File: src/rtl/uc_dispara_tiro_if.sv
// Shot-memory write port shared by the spawn controller (master) and the shot memory (slave).
// The memory answers loaded_tiro combinationally for the slot currently addressed.
interface uc_dispara_tiro_if #(
  parameter int ADDR_W  = 2,
  parameter int COORD_W = 8
);
  logic [ADDR_W-1:0]  endereco_tiro;
  logic               enable_mem_tiro;
  logic               new_loaded;
  logic [COORD_W-1:0] new_x;
  logic [COORD_W-1:0] new_y;
  logic [1:0]         new_opcode;
  logic               loaded_tiro;

  modport master (
    output endereco_tiro,
    output enable_mem_tiro,
    output new_loaded,
    output new_x,
    output new_y,
    output new_opcode,
    input  loaded_tiro
  );

  modport slave (
    input  endereco_tiro,
    input  enable_mem_tiro,
    input  new_loaded,
    input  new_x,
    input  new_y,
    input  new_opcode,
    output loaded_tiro
  );
endinterface

File: src/rtl/uc_dispara_tiro.sv
// Shot-spawn controller: on a fire request, finds the first free shot slot and writes the
// ship position (offset DESLOC along the ship direction) into it, rate-limited by a cooldown.
module uc_dispara_tiro #(
  parameter int N_TIROS  = 4,
  parameter int ADDR_W   = 2,
  parameter int COORD_W  = 8,
  parameter int DESLOC   = 1,
  parameter int COOLDOWN = 16,
  parameter int CD_W     = 5
) (
  input  logic               clock,
  input  logic               reset,
  input  logic               disparar,
  input  logic               move_ativo,
  input  logic [COORD_W-1:0] nave_x,
  input  logic [COORD_W-1:0] nave_y,
  input  logic [1:0]         nave_direcao,
  uc_dispara_tiro_if.master  mem,
  output logic               pronto,
  output logic               disparo_concluido,
  output logic               sem_slot,
  output logic [4:0]         db_estado_dispara
);

  typedef enum logic [3:0] {
    INICIO        = 4'd0,
    ESPERA        = 4'd1,
    CAPTURA       = 4'd2,
    VERIFICA_SLOT = 4'd3,
    PROXIMO       = 4'd4,
    GRAVA         = 4'd5,
    SINALIZA      = 4'd6,
    SEM_SLOT      = 4'd7,
    ESPERA_SOLTAR = 4'd8
  } estado_t;

  localparam logic [COORD_W:0]  DESLOC_EXT  = (COORD_W+1)'(DESLOC);
  localparam logic [ADDR_W-1:0] ULTIMO_SLOT = ADDR_W'(N_TIROS - 1);
  localparam logic [CD_W-1:0]   CD_RECARGA  = CD_W'(COOLDOWN);

  estado_t            estado_reg, estado_next;
  logic [ADDR_W-1:0]  indice_reg, indice_next;
  logic [CD_W-1:0]    cooldown_reg, cooldown_next;
  logic [COORD_W-1:0] x_reg, x_next;
  logic [COORD_W-1:0] y_reg, y_next;
  logic [1:0]         dir_reg, dir_next;

  always_ff @(posedge clock or negedge reset) begin
    if (!reset) begin
      estado_reg   <= INICIO;
      indice_reg   <= '0;
      cooldown_reg <= '0;
      x_reg        <= '0;
      y_reg        <= '0;
      dir_reg      <= '0;
    end else begin
      estado_reg   <= estado_next;
      indice_reg   <= indice_next;
      cooldown_reg <= cooldown_next;
      x_reg        <= x_next;
      y_reg        <= y_next;
      dir_reg      <= dir_next;
    end
  end

  // Index returns to 0 whenever a scan ends so the address bus idles at slot 0.
  always_comb begin
    estado_next   = estado_reg;
    indice_next   = indice_reg;
    x_next        = x_reg;
    y_next        = y_reg;
    dir_next      = dir_reg;
    cooldown_next = (cooldown_reg != '0) ? cooldown_reg - 1'b1 : cooldown_reg;

    case (estado_reg)
      INICIO: begin
        indice_next = '0;
        estado_next = ESPERA;
      end
      ESPERA: begin
        indice_next = '0;
        if (disparar && !move_ativo && (cooldown_reg == '0))
          estado_next = CAPTURA;
      end
      CAPTURA: begin
        x_next      = nave_x;
        y_next      = nave_y;
        dir_next    = nave_direcao;
        indice_next = '0;
        estado_next = VERIFICA_SLOT;
      end
      VERIFICA_SLOT: begin
        if (!mem.loaded_tiro) begin
          estado_next = GRAVA;
        end else if (indice_reg == ULTIMO_SLOT) begin
          indice_next = '0;
          estado_next = SEM_SLOT;
        end else begin
          estado_next = PROXIMO;
        end
      end
      PROXIMO: begin
        indice_next = indice_reg + 1'b1;
        estado_next = VERIFICA_SLOT;
      end
      GRAVA: begin
        indice_next = '0;
        estado_next = SINALIZA;
      end
      SINALIZA: begin
        cooldown_next = CD_RECARGA;
        estado_next   = ESPERA_SOLTAR;
      end
      SEM_SLOT: begin
        estado_next = ESPERA_SOLTAR;
      end
      ESPERA_SOLTAR: begin
        if (!disparar)
          estado_next = ESPERA;
      end
      default: begin
        indice_next = '0;
        estado_next = INICIO;
      end
    endcase
  end

  // Saturating +/- DESLOC for each axis; index 0 is X, index 1 is Y.
  logic [COORD_W-1:0] eixo  [2];
  logic [COORD_W-1:0] mais  [2];
  logic [COORD_W-1:0] menos [2];

  assign eixo[0] = x_reg;
  assign eixo[1] = y_reg;

  genvar gi;
  generate
    for (gi = 0; gi < 2; gi++) begin : g_eixo
      logic [COORD_W:0] soma;
      assign soma      = {1'b0, eixo[gi]} + DESLOC_EXT;
      assign mais[gi]  = soma[COORD_W] ? {COORD_W{1'b1}} : soma[COORD_W-1:0];
      assign menos[gi] = ({1'b0, eixo[gi]} < DESLOC_EXT) ? '0
                         : eixo[gi] - DESLOC_EXT[COORD_W-1:0];
    end
  endgenerate

  always_comb begin
    pronto              = 1'b0;
    disparo_concluido   = 1'b0;
    sem_slot            = 1'b0;
    mem.endereco_tiro   = indice_reg;
    mem.enable_mem_tiro = 1'b0;
    mem.new_loaded      = 1'b0;
    mem.new_x           = '0;
    mem.new_y           = '0;
    mem.new_opcode      = '0;
    db_estado_dispara   = {1'b0, estado_reg};

    case (estado_reg)
      ESPERA:   pronto = (cooldown_reg == '0);
      GRAVA: begin
        mem.enable_mem_tiro = 1'b1;
        mem.new_loaded      = 1'b1;
        mem.new_opcode      = dir_reg;
        // dir[1] selects the axis (0 = X, 1 = Y), dir[0] the sign (1 = minus).
        if (!dir_reg[1]) begin
          mem.new_x = dir_reg[0] ? menos[0] : mais[0];
          mem.new_y = y_reg;
        end else begin
          mem.new_x = x_reg;
          mem.new_y = dir_reg[0] ? menos[1] : mais[1];
        end
      end
      SINALIZA: disparo_concluido = 1'b1;
      SEM_SLOT: sem_slot = 1'b1;
      default: ;
    endcase
  end

endmodule

File: src/flat_wrapper.sv
// flat-port wrapper written by rule: the top's interface ports become plain ports
module uc_dispara_tiro_flat 
#(
  parameter int N_TIROS  = 4,
  parameter int ADDR_W   = 2,
  parameter int COORD_W  = 8,
  parameter int DESLOC   = 1,
  parameter int COOLDOWN = 16,
  parameter int CD_W     = 5
)
  (clock, reset, disparar, move_ativo, nave_x, nave_y, nave_direcao, pronto, disparo_concluido, sem_slot, db_estado_dispara, mem_endereco_tiro, mem_enable_mem_tiro, mem_new_loaded, mem_new_x, mem_new_y, mem_new_opcode, mem_loaded_tiro);
  uc_dispara_tiro_if #(.ADDR_W(ADDR_W), .COORD_W(COORD_W)) mem_i ();
  input  logic clock;
  input  logic reset;
  input  logic disparar;
  input  logic move_ativo;
  input  logic [COORD_W-1:0] nave_x;
  input  logic [COORD_W-1:0] nave_y;
  input  logic [1:0] nave_direcao;
  output logic pronto;
  output logic disparo_concluido;
  output logic sem_slot;
  output logic [4:0] db_estado_dispara;
  output wire logic [$bits(mem_i.endereco_tiro)-1:0] mem_endereco_tiro;
  output wire logic [$bits(mem_i.enable_mem_tiro)-1:0] mem_enable_mem_tiro;
  output wire logic [$bits(mem_i.new_loaded)-1:0] mem_new_loaded;
  output wire logic [$bits(mem_i.new_x)-1:0] mem_new_x;
  output wire logic [$bits(mem_i.new_y)-1:0] mem_new_y;
  output wire logic [$bits(mem_i.new_opcode)-1:0] mem_new_opcode;
  input wire logic [$bits(mem_i.loaded_tiro)-1:0] mem_loaded_tiro;
  assign mem_endereco_tiro = mem_i.endereco_tiro;
  assign mem_enable_mem_tiro = mem_i.enable_mem_tiro;
  assign mem_new_loaded = mem_i.new_loaded;
  assign mem_new_x = mem_i.new_x;
  assign mem_new_y = mem_i.new_y;
  assign mem_new_opcode = mem_i.new_opcode;
  assign mem_i.loaded_tiro = mem_loaded_tiro;
  uc_dispara_tiro #(.N_TIROS(N_TIROS), .ADDR_W(ADDR_W), .COORD_W(COORD_W), .DESLOC(DESLOC), .COOLDOWN(COOLDOWN), .CD_W(CD_W)) u_core (.clock(clock), .reset(reset), .disparar(disparar), .move_ativo(move_ativo), .nave_x(nave_x), .nave_y(nave_y), .nave_direcao(nave_direcao), .mem(mem_i), .pronto(pronto), .disparo_concluido(disparo_concluido), .sem_slot(sem_slot), .db_estado_dispara(db_estado_dispara));
endmodule
File: config.mk
export PLATFORM = sky130hd
export DESIGN_NAME = uc_dispara_tiro_flat
export DESIGN_NICKNAME = d
export VERILOG_FILES = /design/src/rtl/uc_dispara_tiro_if.sv /design/src/rtl/uc_dispara_tiro.sv /design/src/flat_wrapper.sv
export SDC_FILE = /design/constraint.sdc
export NUM_CORES = 1
export LEC_CHECK = 0
export ABC_AREA = 1
export CAP_MARGIN = 10
export CORE_ASPECT_RATIO = 1.25
export CORE_MARGIN = 3
export CORE_UTILIZATION = 50
export DETAILED_ROUTE_END_ITERATION = 16
export GPL_ROUTABILITY_DRIVEN = 1
export PLACE_DENSITY = 0.8
export REMOVE_ABC_BUFFERS = 1
export SYNTH_ARGS = -nofsm -noshare
export SYNTH_HDL_FRONTEND = slang
export SYNTH_SLANG_ARGS = --single-unit
File: constraint.sdc
create_clock -name clock -period 2.9 [get_ports clock]
set_input_delay 0.58 -clock clock [delete_from_list [all_inputs] [get_ports clock]]
set_output_delay 0.58 -clock clock [all_outputs]
set_load 0.02 [all_outputs]
==> impl.org <==
** STA
- For the final database, setup skew stands at 9.79 ps.
- For this run, the top clock speed supported by timing is roughly 0.37 GHz.
- Setup repair after global routing left no endpoint under its margin.
- Slew margin rel. :: 55.8%
- Setup violations remaining at the end of the flow were counted as 0.
- At the pin with the least slew margin, the transition time is between 600 and 700 ps.
- The number of pins exceeding their max-slew limit in the final report came to 0.
- After routing, the total negative slack on setup checks comes to 0 ps.
- The number of failing hold endpoints at the final stage was 0.
- Final period utilization :: roughly 93%
- Subtracting the final worst setup slack from the clock period gives about 2700 ps.

** Route
- The first detailed-routing pass ran for 4 iterations.
- Routed length per instance :: ~13 um
- Detail Route Antenna Nets :: 0
- Number of remaining DRC errors :: 0
- Detailed Route WL :: 5.93 mm
- Dividing the detail-routed via count by the number of cells gives approximately 5.3.
- In this run, the number of DRC markers left after iteration 0 of detailed routing was between 200 and 250.
- The final route contains 2437 vias.

** Die
- Starting density of the core :: a little over half
- Number of rows in the core area :: 26
- The die covers about 0.0054 mm2.
- After floorplanning, the core was sized to cover about 0.0042 mm2.
- Die span in x :: approximately 66 um
- 53 I/O pins were placed.
- Die Y-Extent :: a little over 80 um

** Global routing
- Number of global-route vias before repair :: ~2200
- Maximum number of pins on one net before global-route repair :: 38
- The initial antenna violation count is 0.
- Across every metal layer, demand over resource in global routing totals approximately a quarter.
- Grt total ovfl :: 0
- The first global-routing pass estimated just under 10 mm of wire.

** Synthesis
- Share of synthesized cell area in and, or, nand and nor gates :: between 40 and 50%
- Largest cells by area after synthesis :: sky130_fd_sc_hd__dfrtp_1 (32%), sky130_fd_sc_hd__nand2_1 (15%), sky130_fd_sc_hd__nand3_1 (10%)
- Post-Synth XOR/XNOR Area :: 2.69%
- Arithmetic-cell share of the synthesized area counting full adders, half adders and majority gates :: 3.84%
- In the synthesized netlist the dominant register cell turns out to be sky130_fd_sc_hd__dfrtp_1.
- After synthesis, the largest family of logic cells by area is simple AND/OR/NAND/NOR gates.
- Cell types with the highest counts after synthesis :: sky130_fd_sc_hd__nand2_1 (93), sky130_fd_sc_hd__nor2_1 (49), sky130_fd_sc_hd__nand3_1 (47)
- The Yosys step of the flow raised 0 warnings.
- Of the post-synthesis cell area, the part taken by muxes is less than 1%.
- After synthesis, the largest area contributor takes up between 30% and 40% of total cell area.
- sky130_fd_sc_hd__nand2_1 is the most common cell in the netlist.
- Post-synth EDFFs :: 0
- Distinct cell type count of the synthesized netlist :: 29
- The mapped netlist covers ~0.0023 mm2.
- FFs w/ async S/R, synth :: between 90% and 100%
- Per-instance average area after synthesis :: about 6.5 um2
- Share of the synthesized area in compound gates (AO/OA/AOI/OAI) :: between 10% and 20%
- Sequential cells were found to cover about a third of the synthesized design area.
- The synthesized design contains 29 register bits.
- The biggest area contributor in the post-synthesis netlist is sky130_fd_sc_hd__dfrtp_1.
- The cell count after synthesis came out at around 350.

** Run status
- The run finished with clean final reports.

** Setup path
- Startpoint Class :: flip-flop
- Worst reg2reg path startpoint :: u_core.estado_reg[2]
- Maximum fanout count along the critical path :: 6
- Worst path arrival time :: ~2100 ps
- The worst setup path is of the flip-flop to output pin kind.
- Sort of element at the end of the critical path :: output pin
- Required time of the critical path :: about 2300 ps
- R2r setup slk :: ~1200 ps
- In this run the worst setup path begins at u_core.x_reg[0].

** Clock network
- CTS built an H-tree with a depth of 2.
- Number of buffers created by CTS :: 5
- TritonCTS built the clock tree.
- Master cell of the clock root buffer :: sky130_fd_sc_hd__clkbuf_8
- Clock tree buffer depth :: 2
- The clock net in this run drives a total of 29 sinks.
- After clock tree synthesis, the clock-pin slew on the worst setup and hold paths is around 60 ps.
- Number of hold-repair buffers added at the cts stage :: 0
- The later pin in the worst-skew pair is clocked with a latency of between 200 and 300 ps.

** Min path
- Worst hold-check path type :: flip-flop to flip-flop
- Hold_sp :: u_core.cooldown_reg[3]

** Cells and area
- The net count of the finished layout is between 400 and 500.
- # diodes :: 0
- For this run, the number of standard cells in the final layout without fillers is about 460.
- Of the cells placed in the final design, the portion with a size suffix greater than 1 is under 10%.
- Area delta synth->final :: 31.5%

** Power and ir drop
- Static Leak :: 0.00167 uW
- IR Drop Worst-Case VDD :: about 0.64 mV
- Pwr per Cell Area :: slightly below 1000 mW/mm2
- Total Power Consumption :: between 2000 and 3000 uW

** Run
- The tool flagged a number of max-cap violations equal to 0.

** Place
- Hpwl dp :: between 4 and 5 mm
- Routability-driven placement finished with a final weighted congestion of between 0.9 and 1.
- In this run the tool buffered the top-level ports with between 50 and 60 buffer cells.
- In this run, placement finished with an instance count of 450.
-- final cells by class --
class                           count  area, um2
Inverter                           40        150
Fill cell                         387       1230
Sequential cell                    29        726
Tap cell                           56       70.1
Multi-Input combinational cell    272       1380
Clock inverter                      1       30.0
Timing Repair Buffer               54        554
Clock buffer                        7       86.3
-- repair_timing --
| action | CTS | global route |
|---|---|---|
| endpoints found under the setup margin | 6 | 10 |
| pin swaps | 0 | 1 |
| setup buffers | 0 | 1 |
| gates resized for setup | 6 | 15 |
| cloned | 0 | 0 |
-- where the power goes --
part	internal, uW	leakage, uW	switching, uW	total (uW)
Combinational	600	0.00128	1030	1630
Clock	280	0.0000585	163	443
Sequential	597	0.000337	271	868
Total	1480	0.00167	1460	2940
-- placed cells by master (no fill, tap or decap), drive strengths merged, types with 4 or more instances in the layout --
| cell | Yosys | layout |
|---|---|---|
| nor2 | 55 | 55 |
| o211ai | 4 | 4 |
| clkdlybuf4s50 | 0 | 35 |
| dfrtp | 29 | 29 |
| ha | 7 | 7 |
| nand4 | 5 | 5 |
| clkbuf | 1 | 7 |
| dlymetal6s2s | 0 | 11 |
| xor2 | 6 | 6 |
| nand2 | 97 | 97 |
| nand3 | 47 | 47 |
| dlygate4sd2 | 0 | 5 |
| o21ai | 15 | 15 |
| a21oi | 24 | 24 |
| inv | 38 | 38 |
-- kinds of logic after synthesis --
logic type,count (synthesis)
simple gates,210
buf+inv,50
compound gates,46
flops,29
fa+ha+maj,7
xor+xnor,7
other cells,1
mux,1
-- per-stage QoR --
step / instance area, um2 / hold WS [ps] / utilization [%] / setup WS (ps)
2_1_floorplan: 2220 / 284 / - / 789
3_3_place_gp: 2820 / 475 / 66.7 / 348
3_5_place_dp: 2820 / 471 / 66.7 / 306
4_1_cts: 2930 / 483 / 69.3 / 14.6
5_1_grt: 3000 / 510 / 70.8 / 41.5
6_report: 3000 / 486 / 70.8 / 194
-- final timing paths --
check | end | cells after the start
min in group asynchronous | u_core.x_reg[4] | 2
setup / recovery | mem_new_x[1] | 10
setup reg to reg | u_core.y_reg[4] | 3
hold / removal | u_core.cooldown_reg[3] | 1
hold reg to reg | u_core.cooldown_reg[3] | 1
max in group asynchronous | u_core.dir_reg[1] | 2
-- routing by layer --
metal / share of wire [%] / global-route usage, % / vias up
met5: 0 / 0 / -
met3: 7.8 / 5.61 / 9
met1: 41 / 28.2 / 1092
met4: 1.8 / 8.74 / 0
li1: - / - / 1237
met2: 49 / 39.8 / 99
-- worst max-delay path, cell delays in order (launching register included) --
cell and delay [ps]:
sky130_fd_sc_hd__dfrtp_1 410, sky130_fd_sc_hd__inv_1 150, sky130_fd_sc_hd__ha_1 190, sky130_fd_sc_hd__inv_1 70, sky130_fd_sc_hd__nor2_2 160, sky130_fd_sc_hd__nand3_1 160, sky130_fd_sc_hd__nor2_1 160, sky130_fd_sc_hd__nor2_2 90
sky130_fd_sc_hd__o211ai_1 80, sky130_fd_sc_hd__nand2_1 60, sky130_fd_sc_hd__dlygate4sd2_1 320
Power figures use the tool's default switching activity.
